File: config.mk
export PLATFORM = sky130hd
export DESIGN_NAME = mem_wb_skid_flat
export DESIGN_NICKNAME = d
export VERILOG_FILES = /design/src/rtl/mem_wb_skid_pkg.sv /design/src/rtl/mem_wb_skid_if.sv /design/src/rtl/mem_wb_skid_skid_buf.sv /design/src/rtl/mem_wb_skid.sv /design/src/flat_wrapper.sv
export SDC_FILE = /design/constraint.sdc
export NUM_CORES = 1
export LEC_CHECK = 0
export ABC_AREA = 1
export BUFFER_PORTS_ARGS = -buffer_cell sky130_fd_sc_hd__buf_2
export CORE_MARGIN = 2
export CORE_UTILIZATION = 55
export CTS_CLUSTER_SIZE = 16
export DETAILED_ROUTE_END_ITERATION = 10
export GPL_ROUTABILITY_DRIVEN = 0
export PLACE_DENSITY = 0.8
export SYNTH_ARGS = -nofsm -noshare
export SYNTH_HDL_FRONTEND = slang
export SYNTH_SLANG_ARGS = --single-unit
File: constraint.sdc
create_clock -name clk -period 1.6 [get_ports clk]
set_clock_uncertainty 0.2 [all_clocks]
set_input_delay 0.08 -clock clk [delete_from_list [all_inputs] [get_ports clk]]
set_output_delay 0.08 -clock clk [all_outputs]
set_load 0.03 [all_outputs]
File: src/rtl/mem_wb_skid_pkg.sv
// Shared constants and helpers for the MEM/WB skid stage.
// The payload width depends on the MEM_WB_HILO_EN build macro.
package mem_wb_skid_pkg;

    localparam int          REG_BUS_W     = 32;
    localparam int          REG_ADDR_W    = 5;
    localparam logic        RST_ENABLE    = 1'b1;
    localparam logic        WRITE_ENABLE  = 1'b1;
    localparam logic        WRITE_DISABLE = 1'b0;
    localparam logic [31:0] ZERO_WORD     = 32'h0000_0000;
    localparam logic [4:0]  NOP_REG_ADDR  = 5'b00000;

    // Layout, LSB first: wdata, wreg, wd [, whilo, lo, hi]
    function automatic int payload_w(input int data_w, input int addr_w);
`ifdef MEM_WB_HILO_EN
        return data_w + 1 + addr_w + 1 + 2 * data_w;
`else
        return data_w + 1 + addr_w;
`endif
    endfunction

endpackage

File: src/rtl/mem_wb_skid_if.sv
// MEM->WB handshake bundle. HI/LO signals exist only when
// MEM_WB_HILO_EN is defined.
interface mem_wb_skid_if
    import mem_wb_skid_pkg::*;
#(
    parameter int DATA_W = REG_BUS_W,
    parameter int ADDR_W = REG_ADDR_W
) ();

    logic              mem_valid;
    logic              mem_ready;
    logic [ADDR_W-1:0] mem_wd;
    logic              mem_wreg;
    logic [DATA_W-1:0] mem_wdata;
    logic              wb_valid;
    logic              wb_ready;
    logic [ADDR_W-1:0] wb_wd;
    logic              wb_wreg;
    logic [DATA_W-1:0] wb_wdata;
`ifdef MEM_WB_HILO_EN
    logic [DATA_W-1:0] mem_hi;
    logic [DATA_W-1:0] mem_lo;
    logic              mem_whilo;
    logic [DATA_W-1:0] wb_hi;
    logic [DATA_W-1:0] wb_lo;
    logic              wb_whilo;
`endif

    // master: the MEM/WB environment; slave: the pipeline stage itself
    modport master (
        output mem_valid, mem_wd, mem_wreg, mem_wdata, wb_ready,
`ifdef MEM_WB_HILO_EN
        output mem_hi, mem_lo, mem_whilo,
        input  wb_hi, wb_lo, wb_whilo,
`endif
        input  mem_ready, wb_valid, wb_wd, wb_wreg, wb_wdata
    );

    modport slave (
        input  mem_valid, mem_wd, mem_wreg, mem_wdata, wb_ready,
`ifdef MEM_WB_HILO_EN
        input  mem_hi, mem_lo, mem_whilo,
        output wb_hi, wb_lo, wb_whilo,
`endif
        output mem_ready, wb_valid, wb_wd, wb_wreg, wb_wdata
    );

endinterface

File: src/rtl/mem_wb_skid_skid_buf.sv
// Generic two-entry valid/ready skid buffer over a packed payload.
// Ready is registered, so o_ready never depends on i_out_ready combinationally.
module skid_buf #(
    parameter int             W       = 8,
    parameter logic [W-1:0]   RST_VAL = '0
) (
    input  logic         clk,
    input  logic         srst,
    input  logic         i_flush,
    input  logic         i_valid,
    output logic         o_ready,
    input  logic [W-1:0] i_data,
    output logic         o_valid,
    input  logic         i_out_ready,
    output logic [W-1:0] o_data
);

    logic         r_main_valid;
    logic         r_skid_valid;
    logic         r_ready;
    logic [W-1:0] r_main_data;
    logic [W-1:0] r_skid_data;

    logic w_accept;
    logic w_consume;
    logic w_main_valid_next;
    logic w_skid_valid_next;
    logic w_main_from_in;
    logic w_main_from_skid;
    logic w_skid_from_in;

    always_comb begin
        w_accept          = i_valid & r_ready;
        w_consume         = r_main_valid & i_out_ready;
        w_main_valid_next = r_main_valid;
        w_skid_valid_next = r_skid_valid;
        w_main_from_in    = 1'b0;
        w_main_from_skid  = 1'b0;
        w_skid_from_in    = 1'b0;
        if (i_flush) begin
            w_main_valid_next = 1'b0;
            w_skid_valid_next = 1'b0;
        end else if (w_consume) begin
            // r_ready is low while skid is full, so accept and skid never coincide here
            if (r_skid_valid) begin
                w_main_from_skid  = 1'b1;
                w_skid_valid_next = 1'b0;
            end else if (w_accept) begin
                w_main_from_in    = 1'b1;
            end else begin
                w_main_valid_next = 1'b0;
            end
        end else if (w_accept) begin
            if (!r_main_valid) begin
                w_main_from_in    = 1'b1;
                w_main_valid_next = 1'b1;
            end else begin
                w_skid_from_in    = 1'b1;
                w_skid_valid_next = 1'b1;
            end
        end
    end

    always_ff @(posedge clk) begin
        if (srst) begin
            r_main_valid <= 1'b0;
            r_skid_valid <= 1'b0;
            r_ready      <= 1'b1;
            r_main_data  <= RST_VAL;
            r_skid_data  <= RST_VAL;
        end else begin
            r_main_valid <= w_main_valid_next;
            r_skid_valid <= w_skid_valid_next;
            r_ready      <= !w_skid_valid_next;
            if (w_main_from_in) begin
                r_main_data <= i_data;
            end else if (w_main_from_skid) begin
                r_main_data <= r_skid_data;
            end
            if (w_skid_from_in) begin
                r_skid_data <= i_data;
            end
        end
    end

    assign o_ready = r_ready;
    assign o_valid = r_main_valid;
    assign o_data  = r_main_data;

endmodule

File: src/rtl/mem_wb_skid.sv
// MEM/WB pipeline stage with a two-entry skid buffer and flush.
// HI/LO write-back is carried only when MEM_WB_HILO_EN is defined.
module mem_wb_skid
    import mem_wb_skid_pkg::*;
#(
    parameter int DATA_W = REG_BUS_W,
    parameter int ADDR_W = REG_ADDR_W
) (
    input  logic          clk,
    input  logic          rst,
    input  logic          flush,
    mem_wb_skid_if.slave  bus
);

    localparam int PW = payload_w(DATA_W, ADDR_W);

`ifdef MEM_WB_HILO_EN
    localparam logic [PW-1:0] RST_PAYLOAD = {DATA_W'(ZERO_WORD), DATA_W'(ZERO_WORD), WRITE_DISABLE,
                                             ADDR_W'(NOP_REG_ADDR), WRITE_DISABLE, DATA_W'(ZERO_WORD)};
`else
    localparam logic [PW-1:0] RST_PAYLOAD = {ADDR_W'(NOP_REG_ADDR), WRITE_DISABLE, DATA_W'(ZERO_WORD)};
`endif

    logic          w_srst;
    logic [PW-1:0] w_in_data;
    logic [PW-1:0] w_out_data;
    logic          w_out_valid;

    assign w_srst = (rst == RST_ENABLE);

`ifdef MEM_WB_HILO_EN
    assign w_in_data = {bus.mem_hi, bus.mem_lo, bus.mem_whilo,
                        bus.mem_wd, bus.mem_wreg, bus.mem_wdata};
`else
    assign w_in_data = {bus.mem_wd, bus.mem_wreg, bus.mem_wdata};
`endif

    skid_buf #(
        .W       (PW),
        .RST_VAL (RST_PAYLOAD)
    ) u_skid_buf (
        .clk         (clk),
        .srst        (w_srst),
        .i_flush     (flush),
        .i_valid     (bus.mem_valid),
        .o_ready     (bus.mem_ready),
        .i_data      (w_in_data),
        .o_valid     (w_out_valid),
        .i_out_ready (bus.wb_ready),
        .o_data      (w_out_data)
    );

    // Write enables are gated by valid so a bubble or cleared entry never writes
    assign bus.wb_valid = w_out_valid;
    assign bus.wb_wdata = w_out_data[DATA_W-1:0];
    assign bus.wb_wreg  = w_out_data[DATA_W] & w_out_valid;
    assign bus.wb_wd    = w_out_data[DATA_W+1 +: ADDR_W];
`ifdef MEM_WB_HILO_EN
    assign bus.wb_whilo = w_out_data[DATA_W+1+ADDR_W] & w_out_valid;
    assign bus.wb_lo    = w_out_data[DATA_W+2+ADDR_W +: DATA_W];
    assign bus.wb_hi    = w_out_data[2*DATA_W+2+ADDR_W +: DATA_W];
`endif

endmodule
File: src/flat_wrapper.sv
// flat-port wrapper written by rule: the top's interface ports become plain ports
module mem_wb_skid_flat import mem_wb_skid_pkg::*;
#(
    parameter int DATA_W = REG_BUS_W,
    parameter int ADDR_W = REG_ADDR_W
)
  (clk, rst, flush, bus_mem_valid, bus_mem_wd, bus_mem_wreg, bus_mem_wdata, bus_wb_ready, bus_mem_ready, bus_wb_valid, bus_wb_wd, bus_wb_wreg, bus_wb_wdata);
  mem_wb_skid_if #(.DATA_W(DATA_W), .ADDR_W(ADDR_W)) bus_i ();
  input  logic clk;
  input  logic rst;
  input  logic flush;
  input wire logic [$bits(bus_i.mem_valid)-1:0] bus_mem_valid;
  input wire logic [$bits(bus_i.mem_wd)-1:0] bus_mem_wd;
  input wire logic [$bits(bus_i.mem_wreg)-1:0] bus_mem_wreg;
  input wire logic [$bits(bus_i.mem_wdata)-1:0] bus_mem_wdata;
  input wire logic [$bits(bus_i.wb_ready)-1:0] bus_wb_ready;
  output wire logic [$bits(bus_i.mem_ready)-1:0] bus_mem_ready;
  output wire logic [$bits(bus_i.wb_valid)-1:0] bus_wb_valid;
  output wire logic [$bits(bus_i.wb_wd)-1:0] bus_wb_wd;
  output wire logic [$bits(bus_i.wb_wreg)-1:0] bus_wb_wreg;
  output wire logic [$bits(bus_i.wb_wdata)-1:0] bus_wb_wdata;
  assign bus_i.mem_valid = bus_mem_valid;
  assign bus_i.mem_wd = bus_mem_wd;
  assign bus_i.mem_wreg = bus_mem_wreg;
  assign bus_i.mem_wdata = bus_mem_wdata;
  assign bus_i.wb_ready = bus_wb_ready;
  assign bus_mem_ready = bus_i.mem_ready;
  assign bus_wb_valid = bus_i.wb_valid;
  assign bus_wb_wd = bus_i.wb_wd;
  assign bus_wb_wreg = bus_i.wb_wreg;
  assign bus_wb_wdata = bus_i.wb_wdata;
  mem_wb_skid #(.DATA_W(DATA_W), .ADDR_W(ADDR_W)) u_core (.clk(clk), .rst(rst), .flush(flush), .bus(bus_i));
endmodule
; Word level (Yosys, flattened, before mapping)
; Index checks and enable logic that the tools add are counted.
[word_totals]
reg_bits = 79
inputBits = 43
output_inout_bits = 40
[op_classes]
eq_ne = 2
n_mux = 23
n_bitwise = 3
n_reduce_logical = 5
[op_table]
columns = operator, n
row1 = 38-bit 2-to-1 mux, 2
row2 = 1-bit 2-to-1 mux, 21
row3 = "2-bit != test, second input constant", 2
row4 = 2-bit nonzero test, 2
row5 = 1-bit bitwise AND, 3
row6 = 3-bit AND reduction, 1
row7 = 2-bit OR reduction, 1
row8 = 1-bit logical NOT, 1

; Depth between registers and ports, before layout
; Gate-level depths: netlist (run 1).
[logic_depth]
ltp_word = 6
mapped_depth = 9
mapped_depth_nobuf = 8

; Hierarchy
; Synthesis (run 1) repeated with hierarchy kept, for this count alone.
[hier_totals]
cells_unflattened = 557
hier_area_um2 = 3766.1
[by_module_without_submodules]
columns = mod, instances, cells_per_inst, area_per_inst_um2, seq_area_each_um2
row1 = skid_buf, 1, 555, 3758.6, 1581.5
row2 = mem_wb_skid, 1, 2, 7.5, 0.0

; Worst setup path before layout (run 1)
; Ideal clock, no wire load.
[synth_path]
path_kind = reg-to-reg
startpoint = register u_core.u_skid_buf.r_ready (netlist: u_core.u_skid_buf.o_ready)
endpoint = register u_core.u_skid_buf.r_skid_data[15]
setup_ns = 0.119
arrival_time_ns = 1.338
path_slack_ns = -0.057
path_stages_with_launch = 8
n_path_buf = 2
cell_sequence = dfxtp_1 > nand2_1 > nor2_2 > nand2_1 > buf_2 > buf_2 > o21ai_1 > a21oi_1
[synth_via]
elab_chain_cells = 4
[synth_rtl]
columns = element, line
row1 = "start, declared", mem_wb_skid_skid_buf.sv:20  ; logic r_ready;
row2 = "start signal, assigned", mem_wb_skid_skid_buf.sv:74  ; r_ready <= !w_skid_valid_next;
row3 = 1-bit bitwise AND, mem_wb_skid_skid_buf.sv:33  ; w_accept = i_valid & r_ready;
row4 = 1-bit 2-to-1 mux, mem_wb_skid_skid_buf.sv:53  ; end else if (w_accept) begin
row5 = 1-bit 2-to-1 mux, mem_wb_skid_skid_buf.sv:43  ; end else if (w_consume) begin
row6 = 1-bit 2-to-1 mux, mem_wb_skid_skid_buf.sv:40  ; if (i_flush) begin
row7 = "end signal, assigned", mem_wb_skid_skid_buf.sv:81  ; r_skid_data <= i_data;
row8 = "end, declared", mem_wb_skid_skid_buf.sv:22  ; logic [W-1:0] r_skid_data;
; Every way passes these cells.
; A chain may end at the register's enable or synchronous reset.

; Worst setup path after layout (run 1)
[layout_path]
startpoint = input port bus_mem_valid
endpoint = register u_core.u_skid_buf.r_skid_data[27]
[layout_via]
elab_chain_cells = 4
[layout_rtl]
columns = element, line
row1 = "start, declared", flat_wrapper.sv:12  ; input wire logic [$bits(bus_i.mem_valid)-1:0] bus_mem_valid;
row2 = 1-bit bitwise AND, mem_wb_skid_skid_buf.sv:33
row3 = 1-bit 2-to-1 mux, mem_wb_skid_skid_buf.sv:53
row4 = 1-bit 2-to-1 mux, mem_wb_skid_skid_buf.sv:43
row5 = 1-bit 2-to-1 mux, mem_wb_skid_skid_buf.sv:40
; Every way passes these cells.

==> results_dict.tcl, run 1 <==
set metrics [dict create \
    max-cap-violations 0 \
    required_ns 1.65 \
    yosysWarnings 0 \
    power_density_nw_per_um2 850 \
    crit_path_max_fanout 34 \
    port_buffers 82 \
    clkTransAtPathRegs_ns 0.08 \
    dpl.hpwl_mm 6.03 \
    synth.avg_cell_area_um2 6.86 \
    grt_pass1_wl_mm 17.0 \
    netlist_area_um2 4070 \
    place_area_um2 4370 \
    grt_max_degree 39 \
    power.total_uw 4400 \
    htreeDepth 3 \
    wire_per_inst_um 13.6 \
    cp_cell_sequence "dlygate4sd3_1 > buf_2 > nand2_2 > nor2_4 > buf_12 > nand2_4 > buf_12 > o21ai_1 > a21oi_1" \
    cp_top_family "buffers and inverters" \
    layout_min_cycle_time_ns 1.61 \
    yosysTopAreaCell "dfxtp_1" \
    max_slew_margin_pct 82.6 \
    globalRouteOverflowTotal 0 \
    grt_usage_pct 25.2 \
    peakVddDrop_mv 0.496 \
    p_sw_share_pct 27.6 \
    synth-seq-area-share_pct 38.8 \
    cp_num_buf_inv 4 \
    max_stage_delay_ns 0.54 \
    crit_top_cell "buf_12" \
    die_h_um 90.1 \
    synth_area_leaders "dfxtp_1 (39%), nand2_1 (11%), nand3_1 (9.6%)" \
    cp_slowest_cell "dlygate4sd3_1" \
    drtIter0Drc 181 \
    max_freq_ghz 0.620 \
    grt_pass1_vias 3677 \
    hold_viol_final 0 \
    clockBufferDepth 2 \
    fin_ws_ns -0.0136 \
    worst_pin_slew_ns 0.260 \
    power_switching_uw 1210 \
    syn_nets 637 \
    outcome "finished, violations left" \
    firstDrtPassIters 5 \
    n_fill_cell 555 \
    hold_class "flop to flop" \
    synth_top_area_share_pct 38.8 \
    die_x_um 90.1 \
    violations "setup timing" \
    dp_cells 717 \
    finalNetCount 717 \
    core_area_um2 7210 \
    syn_inst 594 \
    pwr-share-seq_pct 47.2 \
    via_per_inst 5.17 \
    period_share_pct 101 \
    p_int_uw 3180 \
    yosys.cell_types.count 19 \
    tritoncts.num_buffers 9 \
    routed_wl_mm 10.6 \
    drive_above_1_share_pct 21.2 \
    cts_tree "done" \
    drc 0 \
    antenna_cells 0 \
    p_leak_uw 0.00254 \
    slew_viol_final 0 \
    clkLatencyLatePin_ns 0.35 \
    cp-end-kind "flop" \
    power.clock.fraction_pct 34.2 \
    setup_viol_count_final 1 \
    boundaryPins 83 \
    post-place-ws_ns 0.0639 \
    p_comb_share_pct 18.5 \
    rsz0062_at_grt "yes" \
    area_growth_syn_to_layout_pct 27.0 \
    critPathKind "input pin to flop" \
    antenna_found_initial 0 \
    postRouteAntennaNets 0 \
    setup_tns_ns -0.0136 \
    stdcell_area_um2 5170 \
    cp.arrival_ns 1.66 \
    clock-sinks 79 \
    startpoint_type "input pin" \
    start_util_pct 56.5 \
    vias 4014 \
    reg2reg_slack_ns 0.04 \
    dieArea_um2 8110 \
    final_cells 777 \
    rows 31 \
    clock-root-buffer "clkbuf_8" \
    ys_seq_elements 79 \
]
## worst paths after layout
kind,start,to,depth (start not counted)
max,bus_mem_valid,u_core.u_skid_buf.r_skid_data[27]$_SDFFE_PP0P_,9
min,u_core.u_skid_buf.r_skid_data[14]$_SDFFE_PP0P_,u_core.u_skid_buf.r_skid_data[14]$_SDFFE_PP0P_,2
max reg2reg,u_core.u_skid_buf.o_ready$_SDFF_PP1_,u_core.u_skid_buf.r_skid_data[27]$_SDFFE_PP0P_,7
min reg2reg,u_core.u_skid_buf.r_skid_data[14]$_SDFFE_PP0P_,u_core.u_skid_buf.r_skid_data[14]$_SDFFE_PP0P_,2
## sequential cells by signal, indices dropped and copies added, names as in the netlist
name and flops:
u_core.u_skid_buf.o_ready 1, u_core.u_skid_buf.o_data 38, u_core.u_skid_buf.r_skid_valid 1, u_core.u_skid_buf.r_skid_data 38, u_core.u_skid_buf.o_valid 1
## per-layer routing
layer / vias to the layer above / track usage [%] / part of all wire (%) / wire length (µm)
li1: 1994 / - / - / -
met1: 1813 / 30.7 / 42 / 4450
met2: 168 / 42.6 / 48 / 5120
met3: 39 / 4.02 / 6.2 / 658
met4: 0 / 13.6 / 3.4 / 362
met5: - / 0 / 0 / 0
## power by group through the flow
stage                     clock network (µW)  registers [µW]  logic, µW
after floorplan                            0            2110        538
after global placement                     0            2120        652
after detailed placement                   0            2120        664
after CTS                               1520            2070        747
after global routing                    1590            2080        890
final                                   1510            2080        816
## worst min-delay path, cell delays in order, from the launching register on
cell and delay, ns:
dfxtp_1 0.30, inv_1 0.06, a21oi_1 0.05
## cells in the mapped netlist
master    count
a211oi_1      1
a21oi_1      40
buf_1         1
buf_2        21
buf_4        40
buf_6         5
clkbuf_1     13
clkinv_1     18
dfxtp_1      79
inv_1        59
inv_2         2
nand2_1     122
nand3_1      78
nand3b_1     38
nand4_1       1
nor2_1       38
nor2_2        1
o21ai_0      11
o21ai_1      26
## layout make-up
| cell class | instances | area [µm²] | area share (%) |
|---|---|---|---|
| clock buffers | 12 | 155 | 3.00 |
| clock inverters | 3 | 42.5 | 0.822 |
| flip-flops and latches | 79 | 1580 | 30.6 |
| well taps | 99 | 124 | 2.39 |
| repair buffers | 149 | 1200 | 23.2 |
| multi-input cells | 356 | 1770 | 34.2 |
| inverters | 79 | 297 | 5.73 |
## through the flow
stage	hold slack [ns]	util, %
after floorplan	-0.0547	-
after global placement	0.132	60.5
after detailed placement	0.144	60.5
after CTS	0.253	69.1
after global routing	0.272	71.7
final	0.253	71.7
## placed cells by master, fill, tap and decap left out, types with 8 or more instances in the layout
cell type      Yosys  final
nand2_1          122    118
buf_2             21     82
dfxtp_1           79     77
nand3_1           78     76
inv_1             59     59
dlygate4sd3_1      0     42
a21oi_1           40     40
nand3b_1          38     38
nor2_1            38     35
o21ai_1           26     27
clkinv_1          18     18
clkbuf_8           0     11
buf_12             0     11
buf_4             40      9
o21ai_2            0      8
## kinds of logic (layout without fill, tap and decap cells)
family / count (synthesis) / in the layout / share of synthesized area (%)
flip-flops: 79 / 79 / 38.8
AND/OR/NAND/NOR: 278 / 278 / 31.6
AO/OA/AOI/OAI: 78 / 78 / 9.64
buffers and inverters: 159 / 243 / 19.9
## what timing repair did
item / CTS / global route
hold endpoints to repair: 79 / 0
buffers inserted: 0 / 1
gates resized for setup: 0 / 40
hold buffers: 42 / 0
endpoints found under the setup margin: 0 / 49
(Power assumes the default switching activity.)
==> inputs of run 2 (changes only) <==
- CORE_ASPECT_RATIO: unset -> 0.6
==> results_dict.tcl, run 2 (synthesis gave the netlist of run 1 again) <==
set metrics [dict create \
    drtIter0Drc 531 \
    slew_viol_final 0 \
    grt_max_degree 51 \
    r2r_end "u_core.u_skid_buf.o_data[10]$_SDFFE_PP0P_" \
    rows 24 \
    utilization_pct 72.3 \
    firstDrtPassIters 5 \
    period_share_pct 101 \
    layout_min_cycle_time_ns 1.61 \
    stdcell_area_um2 5210 \
    max_freq_ghz 0.620 \
    p_leak_uw 0.00259 \
    wire_per_inst_um 13.8 \
    dieArea_um2 8130 \
    critPathKind "flop to flop" \
    drive_above_1_share_pct 19.4 \
    cp-end-kind "flop" \
    power.total_uw 5200 \
    port_buffers 82 \
    cp.arrival_ns 1.68 \
    htreeDepth 3 \
    vias 3949 \
    violations "setup timing" \
    postRouteAntennaNets 0 \
    worst_pin_slew_ns 0.316 \
    dpl.hpwl_mm 6.16 \
    final_cell_mix "nand2_1 (118), buf_2 (80), nand3_1 (78)" \
    crit_path_max_fanout 13 \
    holdWs_ns 0.0501 \
    hold_viol_final 0 \
    peakVddDrop_mv 0.639 \
    grt_pass1_vias 3560 \
    fin_ws_ns -0.0132 \
    start_util_pct 56.5 \
    grt_pass1_wl_mm 16.5 \
    clkLatencyLatePin_ns 0.34 \
    startpoint_type "flop" \
    tritoncts.num_buffers 9 \
    clockBufferDepth 2 \
    boundaryPins 83 \
    die_h_um 70.7 \
    post-place-ws_ns 0.119 \
    die_x_um 115 \
    endpoint "u_core.u_skid_buf.o_data[10]$_SDFFE_PP0P_" \
    worstReg2RegStart "u_core.u_skid_buf.o_ready$_SDFF_PP1_" \
    globalRouteOverflowTotal 0 \
    outcome "finished, violations left" \
    place_area_um2 4330 \
    antenna_found_initial 0 \
    cts_tree "done" \
    final_common_cell "nand2_1" \
    finalNetCount 715 \
    max-cap-violations 0 \
    r2r_cells 7 \
    max_slew_margin_pct 78.9 \
    power_density_nw_per_um2 999 \
    required_ns 1.66 \
    grt_usage_pct 25.3 \
    clock-sinks 79 \
    rsz0062_at_grt "yes" \
    antenna_cells 0 \
    setup_viol_count_final 1 \
    routed_wl_mm 10.6 \
    clock-root-buffer "clkbuf_16" \
    core_area_um2 7210 \
    area_growth_syn_to_layout_pct 27.9 \
    hold_class "input pin to flop" \
    crit_start "u_core.u_skid_buf.o_ready$_SDFF_PP1_" \
    n_fill_cell 556 \
    clkTransAtPathRegs_ns 0.06 \
    drc 0 \
    reg2reg_slack_ns -0.01 \
    via_per_inst 5.14 \
]
run 2: cell types whose count changed in the layout (fill, tap and decap cells not counted), sizes merged:
cell          change
clkbuf            +2
buf               -2
clkinvlp          -1
dlymetal6s4s      +2
bufinv            +1
dlygate4sd3       -2
clkinv            -1
run 2: worst min path at each step:
stage	end	start	depth (start not counted)
after CTS	u_core.u_skid_buf.r_skid_data[3]$_SDFFE_PP0P_	u_core.u_skid_buf.r_skid_data[3]$_SDFFE_PP0P_	2
after detailed placement	u_core.u_skid_buf.o_data[10]$_SDFFE_PP0P_	rst	2
after floorplan	u_core.u_skid_buf.o_valid$_SDFFE_PP0P_	rst	1
final	u_core.u_skid_buf.o_valid$_SDFFE_PP0P_	flush	2
after global placement	u_core.u_skid_buf.r_skid_data[9]$_SDFFE_PP0P_	rst	2
after global routing	u_core.u_skid_buf.o_valid$_SDFFE_PP0P_	flush	2
run 2: layer usage:
layer	up-vias	share of wire (%)	track usage, %
met1	1771	44	34.6
met3	14	8.8	5.57
li1	1998	-	-
met4	0	1.0	7.76
met5	-	0	0
met2	166	46	40.4
run 2: power by group:
| group | total [µW] | internal [µW] | switching (µW) |
|---|---|---|---|
| Sequential | 2080 | 2050 | 33.8 |
| Clock | 2330 | 1540 | 794 |
| Combinational | 794 | 329 | 465 |
run 2: timing repair:
item | in CTS | in global routing
gates resized for setup | 0 | 16
buffers inserted | 0 | 1
endpoints found under the hold margin | 79 | 0
hold buffers | 42 | 0
endpoints found under the setup margin | 0 | 26
run 2: worst max-delay path, cell delays in order (launching register included):
cell	delay (ns)
dfxtp_2	0.34
nand2_4	0.06
nor2_4	0.24
nand2_4	0.17
clkbuf_16	0.21
nand2_1	0.09
nand2_1	0.08
a21oi_1	0.15
run 2: area by class of cell:
| cell class | count | area, µm² | area share (%) |
|---|---|---|---|
| well taps | 91 | 114 | 2.19 |
| repair buffers | 147 | 1150 | 22.1 |
| multi-input cells | 356 | 1720 | 33.0 |
| inverters | 79 | 297 | 5.69 |
| flip-flops and latches | 79 | 1580 | 30.4 |
| clock buffers | 14 | 284 | 5.45 |
| clock inverters | 2 | 60.1 | 1.15 |
run 2: per-stage QoR:
| step | instances | setup TNS [ns] |
|---|---|---|
| finish | 768 | -0.0132 |
| global route | 768 | -0.221 |
| CTS | 765 | 0 |
| detailed placement | 707 | 0 |
| global placement | 707 | 0 |
| floorplan | 594 | 0 |
